**src/rtl/seg_pkg.sv**
```systemverilog
// Shared types and constants for the seven-segment scan path.
// Imported by the scan controller and its prescaler.
package seg_pkg;

  localparam int NUM_DIGITS      = 8;
  localparam int DEFAULT_CLK_DIV = 100000;

  typedef logic [2:0] digit_t;
  typedef logic [3:0] nibble_t;

endpackage

```
**src/rtl/seg_tick_gen.sv**
```systemverilog
// Free-running prescaler; emits a one-cycle tick every CLK_DIV clocks.
// The tick is high while the counter sits at its terminal value.
module seg_tick_gen
  import seg_pkg::*;
#(
  parameter int CLK_DIV = DEFAULT_CLK_DIV
) (
  input  logic clk,
  input  logic rst_n,
  output logic tick
);

  localparam int W = $clog2(CLK_DIV);
  localparam logic [W-1:0] TERM = W'(CLK_DIV - 1);

  logic [W-1:0] cnt;

  assign tick = (cnt == TERM);

  always_ff @(posedge clk) begin
    if (!rst_n) begin
      cnt <= '0;
    end else if (tick) begin
      cnt <= '0;
    end else begin
      cnt <= cnt + 1'b1;
    end
  end

endmodule

```
**src/rtl/seg_scan_ctrl.sv**
```systemverilog
// Digit scan controller: walks the digit index, double-buffers the
// display word and qualifies each digit for leading-zero blanking.
module seg_scan_ctrl
  import seg_pkg::*;
#(
  parameter int CLK_DIV = DEFAULT_CLK_DIV
) (
  input  logic        clk,
  input  logic        rst_n,
  input  logic [31:0] value_i,
  input  logic        load_i,
  input  logic        blank_lz_i,
  output logic [3:0]  num_o,
  output logic [2:0]  sel_o,
  output logic        digit_on_o,
  output logic        frame_o
);

  localparam digit_t LAST = digit_t'(NUM_DIGITS - 1);

  logic        tick;
  logic        wrap;
  digit_t      idx;
  logic [31:0] shadow;
  logic [31:0] vis;
  logic        pend;
  logic        frame_q;

  logic [NUM_DIGITS-1:0] lit;
  logic                  acc;

  seg_tick_gen #(
    .CLK_DIV(CLK_DIV)
  ) u_tick (
    .clk  (clk),
    .rst_n(rst_n),
    .tick (tick)
  );

  assign wrap = tick && (idx == LAST);

  always_ff @(posedge clk) begin
    if (!rst_n) begin
      idx     <= '0;
      frame_q <= 1'b0;
    end else begin
      frame_q <= wrap;
      if (tick) begin
        idx <= idx + 1'b1;
      end
    end
  end

  // A load landing on the wrap cycle goes straight to the visible word.
  always_ff @(posedge clk) begin
    if (!rst_n) begin
      shadow <= '0;
      vis    <= '0;
      pend   <= 1'b0;
    end else begin
      if (load_i) begin
        shadow <= value_i;
      end
      if (wrap) begin
        pend <= 1'b0;
        if (load_i) begin
          vis <= value_i;
        end else if (pend) begin
          vis <= shadow;
        end
      end else if (load_i) begin
        pend <= 1'b1;
      end
    end
  end

  always_comb begin
    lit = '0;
    acc = 1'b0;
    for (int k = NUM_DIGITS - 1; k >= 0; k--) begin
      acc    = acc | (|vis[4*k +: 4]);
      lit[k] = acc;
    end
    lit[0] = 1'b1;
  end

  assign sel_o      = idx;
  assign num_o      = vis[{idx, 2'b00} +: 4];
  assign digit_on_o = !blank_lz_i || lit[idx];
  assign frame_o    = frame_q;

endmodule

```
**config.mk**
```make
export PLATFORM = sky130hd
export DESIGN_NAME = seg_scan_ctrl
export DESIGN_NICKNAME = d
export VERILOG_FILES = /design/src/rtl/seg_pkg.sv /design/src/rtl/seg_tick_gen.sv /design/src/rtl/seg_scan_ctrl.sv
export SDC_FILE = /design/constraint.sdc
export NUM_CORES = 1
export LEC_CHECK = 0
export BUFFER_PORTS_ARGS = -buffer_cell sky130_fd_sc_hd__buf_2
export CAP_MARGIN = 20
export CORE_ASPECT_RATIO = 1.5
export CORE_MARGIN = 4
export CORE_UTILIZATION = 31
export CTS_CLUSTER_SIZE = 20
export DETAILED_ROUTE_END_ITERATION = 8
export PLACE_DENSITY_LB_ADDON = 0.12
export SYNTH_ARGS = -nofsm -noshare
export SYNTH_HDL_FRONTEND = slang
export SYNTH_SLANG_ARGS = --single-unit
export TNS_END_PERCENT = 50
```
**constraint.sdc**
```tcl
create_clock -name clk -period 2.95 [get_ports clk]
set_input_delay 0.1475 -clock clk [delete_from_list [all_inputs] [get_ports clk]]
set_output_delay 0.1475 -clock clk [all_outputs]
set_load 0.02 [all_outputs]
```
==> metrics, run 1 <==
final RePlAce weighted congestion around 0.79; Final Hold Viols 0; Power Density roughly 560 mW/mm^2; Place WS between 0.3 and 0.4 ns; Yosys cell types 34; most common cell after layout, fill and taps aside dfxtp_1; Final WS setup between 0.3 and 0.4 ns; Num CTS Buffers 9; Worst-Skew Late Latency 0.34 ns; headroom to the max-slew limit 0.547; vias in the first global route roughly 2700; Fillers about 1300; simple-gate share of the synthesized area 0.195; Syn Nets ~390; CORE AREA between 0.01 and 0.015 sq mm; Primary FF master, synth dfxtp_1; top-area cell type share of the netlist area 0.441; top cells by area, synth dfxtp_1, mux2_4, mux2i_1; first-pass GRT wire length 13600 um; Initial Utilization 0.315; Post-synth EDFFs 0; adder-cell share of the synthesized area 0.0122; area of the multi-input gates between 0.002 and 0.0025 sq mm; num ports between 40 and 50; final wirelength ~8400 um; Final HPWL DP about 6000 um; CP Data Arrival Time between 2 and 3 ns; Die Y about 150 um; root buf cell clkbuf_16; Critical Path Fanout Max 32; area delta synth->final 17.0%; fraction of layout cells with a size suffix above 1 0.279; sequential fraction of the synthesis area 0.441; Syn Area/Cell between 10 and 15 sq um; Starting DRT DRC Count ~120; r2r setup slk 0.31 ns; # rows 50; largest area contributor in the netlist dfxtp_1; Post-CTS Hold Fix Bufs 0; most frequent cells in the layout dfxtp_1, buf_2, and2_1, mux2i_1, nor2b_1; r2r worst-path depth 6; outcome complete, no violations; worst hold path endpoint shadow[3]$_SDFFE_PN0P_; number of I/O port buffers 44; mux share of post-synthesis cell area 0.266; Async SR Flop Fraction 0; FF/Latch Area 0.00172 sq mm; Global Route Usage Sum 0.122; number of max-cap violations 0; Lkg Pwr around 2.0 nW; reg-to-reg startpoint u_tick.cnt[0]$_SDFF_PP0_; largest family of logic cells by synthesized area multiplexers; worst min-delay path category input pin to flop; die area 0.0145 sq mm; Worst Path Required around 3.2 ns; post-DR wirelength/cell about 15 um; clock slew at reported path FFs about 0.060 ns; routed vias/inst 4.64; largest net degree at the start of global routing 50; CTS max path bufs 2; post_cts resized 0; Final Skew 0.00863 ns; Least-Margin Pin Slew approximately 0.68 ns; capturing point of the worst reg2reg path vis[20]$_SDFFE_PN0P_; Hold WS between 0.1 and 0.15 ns; area of the mapped netlist roughly 0.004 sq mm; DP Area approximately 0.0042 sq mm; hold depth 3; Final Cell Area 0.00457 sq mm; vias approximately 2600; yosys warns 0; hold_sp value_i[3]; Syn Inst Count around 350; Compound-Gate Fraction of Synth Area 0.0192; Crit Path Class flop to flop; Post-DRT Antenna Nets 0; period utilization 0.894; Fmax 0.379 GHz; crit end category flop; Synth Area in XOR/XNOR 0.0314; RSZ-0062 raised after global routing false; #FFs+latches synth between 80 and 90; VDD IR max between 0.0002 and 0.0003 V; 1st-pass router iterations 4; Final Max Tran Viols 0; final net count roughly 430; final count of negative-setup-slack endpoints 0; H-tree Lvls 3; # diodes 0; number of antenna violations at the first check in global routing 0; DIE WIDTH roughly 100 um; post-layout min period about 2.6 ns; setup TNS 0 ns; GR Overflow Total 0; post-CTS setup buffers 0; Clock Sinks between 80 and 90; CP Launch Type flop; CTS tree built; drt drc 0
## synthesized netlist by cell type (all sizes together), types with 3 or more instances
library cell	count
inv	4
nand4	6
o21ai	6
or4	4
dfxtp	86
nor2b	34
a21oi	4
mux4	8
xor2	4
xnor2	10
mux2	36
nor4	12
and2	35
clkbuf	16
ha	3
nor2	14
nand2	6
mux2i	34
buf	8
nand3	8
## state kept, by name, indices dropped and copies added, names as in the netlist
signal,count
sel_o,3
frame_o,1
vis,32
shadow,32
u_tick.cnt,17
pend,1
## cell type report
type,instances,area share
clock buffer,11,0.0531
clock inverter,5,0.0181
inverter,4,0.00329
multi-input combinational,238,0.448
sequential,86,0.377
tap,156,0.0427
timing repair buffer,50,0.0581
## how the worst max path moves through the flow
stage	cells past startpoint	from	slack (ns)	endpoint
finish	6	u_tick.cnt[0]$_SDFF_PP0_	0.31	vis[20]$_SDFFE_PN0P_
global route	6	u_tick.cnt[0]$_SDFF_PP0_	0.20	vis[17]$_SDFFE_PN0P_
CTS	6	u_tick.cnt[0]$_SDFF_PP0_	0.33	vis[13]$_SDFFE_PN0P_
detailed placement	6	u_tick.cnt[0]$_SDFF_PP0_	0.35	vis[14]$_SDFFE_PN0P_
global placement	6	u_tick.cnt[0]$_SDFF_PP0_	0.41	vis[6]$_SDFFE_PN0P_
floorplan	8	u_tick.cnt[0]$_SDFF_PP0_	0.57	vis[0]$_SDFFE_PN0P_
## power by group
part           switching [mW]  internal, mW  total [mW]
sequential             0.0106          1.19        1.20
clock                   0.466         0.767        1.23
combinational          0.0586        0.0556       0.114
## per-stage QoR
stage | std cells | utilization | power (mW)
2_1_floorplan | 352 | - | 1.30
3_5_place_dp | 534 | 0.343 | 1.35
6_report | 550 | 0.369 | 2.55
3_3_place_gp | 534 | 0.343 | 1.34
4_1_cts | 550 | 0.369 | 2.59
5_1_grt | 550 | 0.369 | 2.65
## cell families after synthesis
| logic type | Yosys count |
|---|---|
| fa+ha+maj | 4 |
| buf+inv | 28 |
| flops | 86 |
| xor+xnor | 14 |
| mux | 78 |
| simple gates | 129 |
| compound gates | 13 |
## critical path: stages, from the launching register on
cell	delay (ns)
dfxtp_1	0.40
ha_1	0.26
nand4_1	0.27
or4_1	0.61
or2_2	0.29
buf_4	0.31
mux2_4	0.36
## metal layers
layer | GRT usage | share of wire | vias up
li1 | - | - | 1297
met5 | 0 | 0 | -
met3 | 0.0264 | 0.030 | 15
met2 | 0.204 | 0.51 | 47
met1 | 0.142 | 0.43 | 1191
met4 | 0.0684 | 0.030 | 0
(Power assumes the default switching activity.)
==> inputs of run 2 (changes only) <==
- ABC_AREA: not set -> 1
==> metrics, run 2 <==
outcome complete, no violations; capturing point of the worst reg2reg path pend$_SDFFE_PP0P_; Die Y 149 um; area of the mapped netlist about 0.0041 sq mm; Fillers 1437; sequential fraction of the synthesis area 0.417; post-CTS setup buffers 0; CP Launch Point sel_o[1]$_SDFFE_PN0P_; Global Route Usage Sum 0.135; most common cell after layout, fill and taps aside nor2_1; vias between 3000 and 4000; Post-CTS Hold Fix Bufs 0; CP Launch Type flop; worst min-delay path category input pin to flop; Syn Inst Count 560; Initial Utilization 0.317; final net count 630; max incr delay on CP between 0.6 and 0.7 ns; yosys warns 0; Post-DRT Antenna Nets 0; r2r worst-path depth 7; Lkg Pwr 2.09 nW; routed vias/inst 4.53; Largest regs shadow x32, vis x32, u_tick.cnt x17; GR Overflow Total 0; # rows 51; area delta synth->final 14.4%; Tot Pwr around 2.4 mW; die area roughly 0.015 sq mm; Syn Area/Cell ~7.4 sq um; VDD IR max between 0.00015 and 0.0002 V; r2r setup slk about 0.87 ns; CTS tree built; largest area contributor in the netlist dfxtp_1; Final Hold Viols 0; Power Density between 500 and 600 mW/mm^2; Hold WS between 0.06 and 0.07 ns; root buf cell clkbuf_16; #FFs+latches synth 86; Clock Sinks 86; Num CTS Buffers 9; DIE WIDTH roughly 100 um; Worst-Skew Late Latency about 0.34 ns; slowest CP cell dfxtp_1; reg-to-reg startpoint u_tick.cnt[0]$_SDFF_PP0_; Yosys cell types 36; final count of negative-setup-slack endpoints 0; number of max-cap violations 0; drt drc 0; most common cell in the netlist nor2_1; CP top delay family flip-flops; # diodes 0; Final Max Tran Viols 0; post-layout min period 2.39 ns; Syn Nets approximately 600; commonest cells in the synthesized netlist nor2_1, dfxtp_1, nand2_1; worst path cell trace clkinv_1, a21oi_1, o21ai_0, nand2_1, nor2_1, a31oi_1, buf_2; worst path bufs/invs 2; largest net degree at the start of global routing 38; crit path to num_o[1]; period utilization 0.810; post_cts resized 0; CP Data Arrival Time approximately 2.2 ns; number of antenna violations at the first check in global routing 0; num ports 45; Starting DRT DRC Count 138; Place WS between 0.8 and 0.9 ns; Primary FF master, synth dfxtp_1; Critical Path Fanout Max 17; clock slew at reported path FFs 0.06 ns; H-tree Lvls 3; crit end category output pin; 1st-pass router iterations 4; Post-synth EDFFs 0; setup TNS 0 ns; CORE AREA ~0.013 sq mm; fraction of layout cells with a size suffix above 1 0.156; CTS max path bufs 2; Inst Count DP around 740; Final HPWL DP between 7000 and 8000 um; top cells by area, synth dfxtp_1, nor2_1, mux2i_1; first-pass GRT wire length between 15000 and 20000 um; RSZ-0062 raised after global routing false; Layout Cells excl Fill ~760; Crit Path Class flop to output pin; Final WS setup 0.559 ns; Least-Margin Pin Slew between 0.7 and 0.8 ns; critical path depth 7; most frequent cells in the layout nor2_1, dfxtp_1, nand2_1, inv_1, buf_2; Async SR Flop Fraction 0; number of I/O port buffers between 40 and 50; vias in the first global route 3398; Final Skew ~0.0085 ns; final wirelength just under 10000 um; headroom to the max-slew limit 0.469; top-area cell type share of the netlist area 0.417; Worst Path Required about 2.8 ns; post-DR wirelength/cell roughly 13 um; final RePlAce weighted congestion 0.838; Fmax approximately 0.42 GHz
[run 2: cell types whose count changed after synthesis, sizes merged, moves of 34 or more]
cell	before	now
nor2	14	104
mux2	36	0
inv	4	82
and2	35	0
nor2b	34	0
nand2	6	97
[run 2: worst register-to-register path, stage by stage, from the launching register on]
cell     delay [ns]
dfxtp_1        0.35
ha_1           0.19
nand2_2        0.09
nor2_4         0.18
nand3_2        0.16
nor2_4         0.64
nand2_1        0.17
and3_1         0.19
[run 2: how the worst min path moves through the flow]
stage                            from                 endpoint  slack [ns]  cells after the start
after floorplan            value_i[0]   shadow[0]$_SDFFE_PN0P_        0.31                      2
after global placement     value_i[8]   shadow[8]$_SDFFE_PN0P_        0.42                      3
after detailed placement   value_i[3]   shadow[3]$_SDFFE_PN0P_        0.41                      3
after CTS                  value_i[3]   shadow[3]$_SDFFE_PN0P_        0.05                      3
after global routing      value_i[27]  shadow[27]$_SDFFE_PN0P_        0.07                      3
final                      value_i[3]   shadow[3]$_SDFFE_PN0P_        0.06                      3
[run 2: logic make-up after synthesis]
| family | after synthesis | share of synthesized area |
|---|---|---|
| and+or+nand+nor | 268 | 0.298 |
| buffers and inverters | 114 | 0.119 |
| DFF | 86 | 0.417 |
| AOI/OAI and AO/OA | 49 | 0.0633 |
| muxes | 32 | 0.0775 |
| xor gates and xnor gates | 8 | 0.0170 |
| adders and majority gates | 3 | 0.00908 |
[run 2: routing by layer]
metal | global-route usage | part of all wire | wire length, um | vias to the layer above
met5 | 0 | 0 | 0 | -
met4 | 0.0519 | 0.021 | 199 | 0
met2 | 0.237 | 0.52 | 5040 | 34
met1 | 0.155 | 0.42 | 4110 | 1533
li1 | - | - | - | 1845
met3 | 0.0345 | 0.035 | 343 | 11
[run 2: per-stage QoR]
step	area, sq um	utilization
floorplan	4130	-
global placement	4420	0.339
detailed placement	4420	0.339
CTS	4700	0.361
global route	4730	0.363
finish	4730	0.363
[run 2: report_power, final]
group          switching, mW  internal [mW]
combinational         0.0844         0.0596
sequential           0.00875           1.19
clock                  0.481          0.600
total                  0.574           1.85
[run 2: final cells by class]
type | count | area [sq um] | area share
Clock buffer | 10 | 239 | 0.0505
Clock inverter | 6 | 45.0 | 0.00953
Inverter | 83 | 312 | 0.0659
Multi-Input combinational cell | 360 | 1920 | 0.406
Sequential cell | 86 | 1720 | 0.364
Tap cell | 159 | 199 | 0.0421
Timing Repair Buffer | 51 | 293 | 0.0619
==> inputs of run 3 (changes only) <==
- clock period: 2.95 -> 2.1 ns (I/O delays scaled with it)
==> metrics, run 3 (synthesized netlist as in run 2, its figures left out) <==
RSZ-0062 raised after global routing false; CORE AREA roughly 0.013 sq mm; Die Y between 100 and 150 um; Layout Cells excl Fill between 700 and 800; number of antenna violations at the first check in global routing 0; r2r worst-path depth 9; 1st-pass router iterations 4; post-DR wirelength/cell between 10 and 15 um; capturing point of the worst reg2reg path vis[13]$_SDFFE_PN0P_; Least-Margin Pin Slew around 0.58 ns; Final Max Tran Viols 0; area delta synth->final 15.3%; CP Launch Point sel_o[0]$_SDFFE_PN0P_; Crit Path Class flop to output pin; hold_sp value_i[3]; DIE WIDTH 102 um; setup TNS 0 ns; clock slew at reported path FFs ~0.06 ns; final wirelength just under 10000 um; Inst Count DP around 740; Lkg Pwr ~2.1 nW; headroom to the max-slew limit 0.612; Power Density between 600 and 700 mW/mm^2; drt drc 0; post-layout min period 1.90 ns; Hold WS around 0.024 ns; vias ~3500; number of I/O port buffers 44; # diodes 0; Fmax about 0.53 GHz; Place WS roughly 0.35 ns; Final Cell Area around 0.0048 sq mm; CTS max path bufs 2; Final WS setup about 0.2 ns; top sig layer met4; Worst-Skew Late Latency ~0.34 ns; utilization after layout 0.366; VDD IR max 0.000304 V; Clock Sinks 86; crit end category output pin; Starting DRT DRC Count 115; Final Hold Viols 0; Post-CTS Hold Fix Bufs 0; number of max-cap violations 0; most frequent cells in the layout nor2_1, nand2_1, dfxtp_1, inv_1, buf_2; Global Route Usage Sum 0.137; Final Skew roughly 0.0063 ns; vias in the first global route between 3000 and 4000; CTS tree built; Post-DRT Antenna Nets 0; Largest regs shadow x32, vis x32, u_tick.cnt x17; DP Area 0.00447 sq mm; routed vias/inst 4.58; H-tree Lvls 3; fraction of layout cells with a size suffix above 1 0.165; root buf cell clkbuf_16; DRT met1 WL just over 4000 um; final net count around 640; first-pass GRT wire length roughly 16000 um; Critical Path Fanout Max 15; CP Launch Type flop; final count of negative-setup-slack endpoints 0; largest net degree at the start of global routing 38; WL met3 around 420 um; Routed met2 length around 5200 um; # rows about 50; Tot Pwr between 3 and 4 mW; num ports 45; Num CTS Buffers 9; reg-to-reg startpoint u_tick.cnt[0]$_SDFF_PP0_; final RePlAce weighted congestion roughly 0.84; most common cell after layout, fill and taps aside nor2_1; r2r setup slk 0.37 ns; worst min-delay path category input pin to flop; Worst Path Required ~2.0 ns; die area approximately 0.015 sq mm; Final HPWL DP a little over 7000 um; crit path to digit_on_o; outcome complete, no violations; Initial Utilization 0.317; CP Data Arrival Time about 1.8 ns; period utilization 0.905; GR Overflow Total 0
## run 3: cell types whose count changed in the layout (fill, tap and decap cells not counted), sizes merged
cell and change:
clkinvlp +4, clkinv -4, buf +5, inv -1
## run 3: critical path, cell delays in order (launching register included)
cell and delay [ns]:
dfxtp_2 0.46, inv_1 0.24, nor2_1 0.18, nand4_1 0.10, nand2_1 0.08, nand3_1 0.08, nand2_1 0.07, nand3b_1 0.06
buf_2 0.18
## run 3: where the power goes
part	switching, mW	total [mW]	internal [mW]
Combinational	0.117	0.202	0.0849
Sequential	0.0119	1.69	1.67
Clock	0.650	1.45	0.797
## run 3: worst min-delay path by stage
stage | slack, ns | endpoint | cells past startpoint
after floorplan | 0.27 | shadow[0]$_SDFFE_PN0P_ | 2
after global placement | 0.37 | shadow[3]$_SDFFE_PN0P_ | 3
after detailed placement | 0.37 | shadow[3]$_SDFFE_PN0P_ | 3
after CTS | 0.01 | shadow[3]$_SDFFE_PN0P_ | 3
after global routing | 0.03 | shadow[13]$_SDFFE_PN0P_ | 3
final | 0.02 | shadow[3]$_SDFFE_PN0P_ | 3
## run 3: final cells by class
class / count / area, sq um
fill: 1439 / 8250
clock buffer: 10 / 229
multi-input combinational: 360 / 1920
sequential: 86 / 1720
tap: 159 / 199
inverter: 83 / 315
clock inverter: 5 / 36.3
timing repair buffer: 56 / 343
## run 3: per-layer routing
layer,global-route usage,vias to the layer above
li1,-,1855
met3,0.0350,13
met1,0.156,1564
met4,0.0499,0
met5,0,-
met2,0.242,44
## run 3: what timing repair did
action | CTS | global route
pin swaps | 0 | 0
setup endpoints to repair | 1 | 5
gates resized for setup | 1 | 2
buffers inserted | 0 | 0
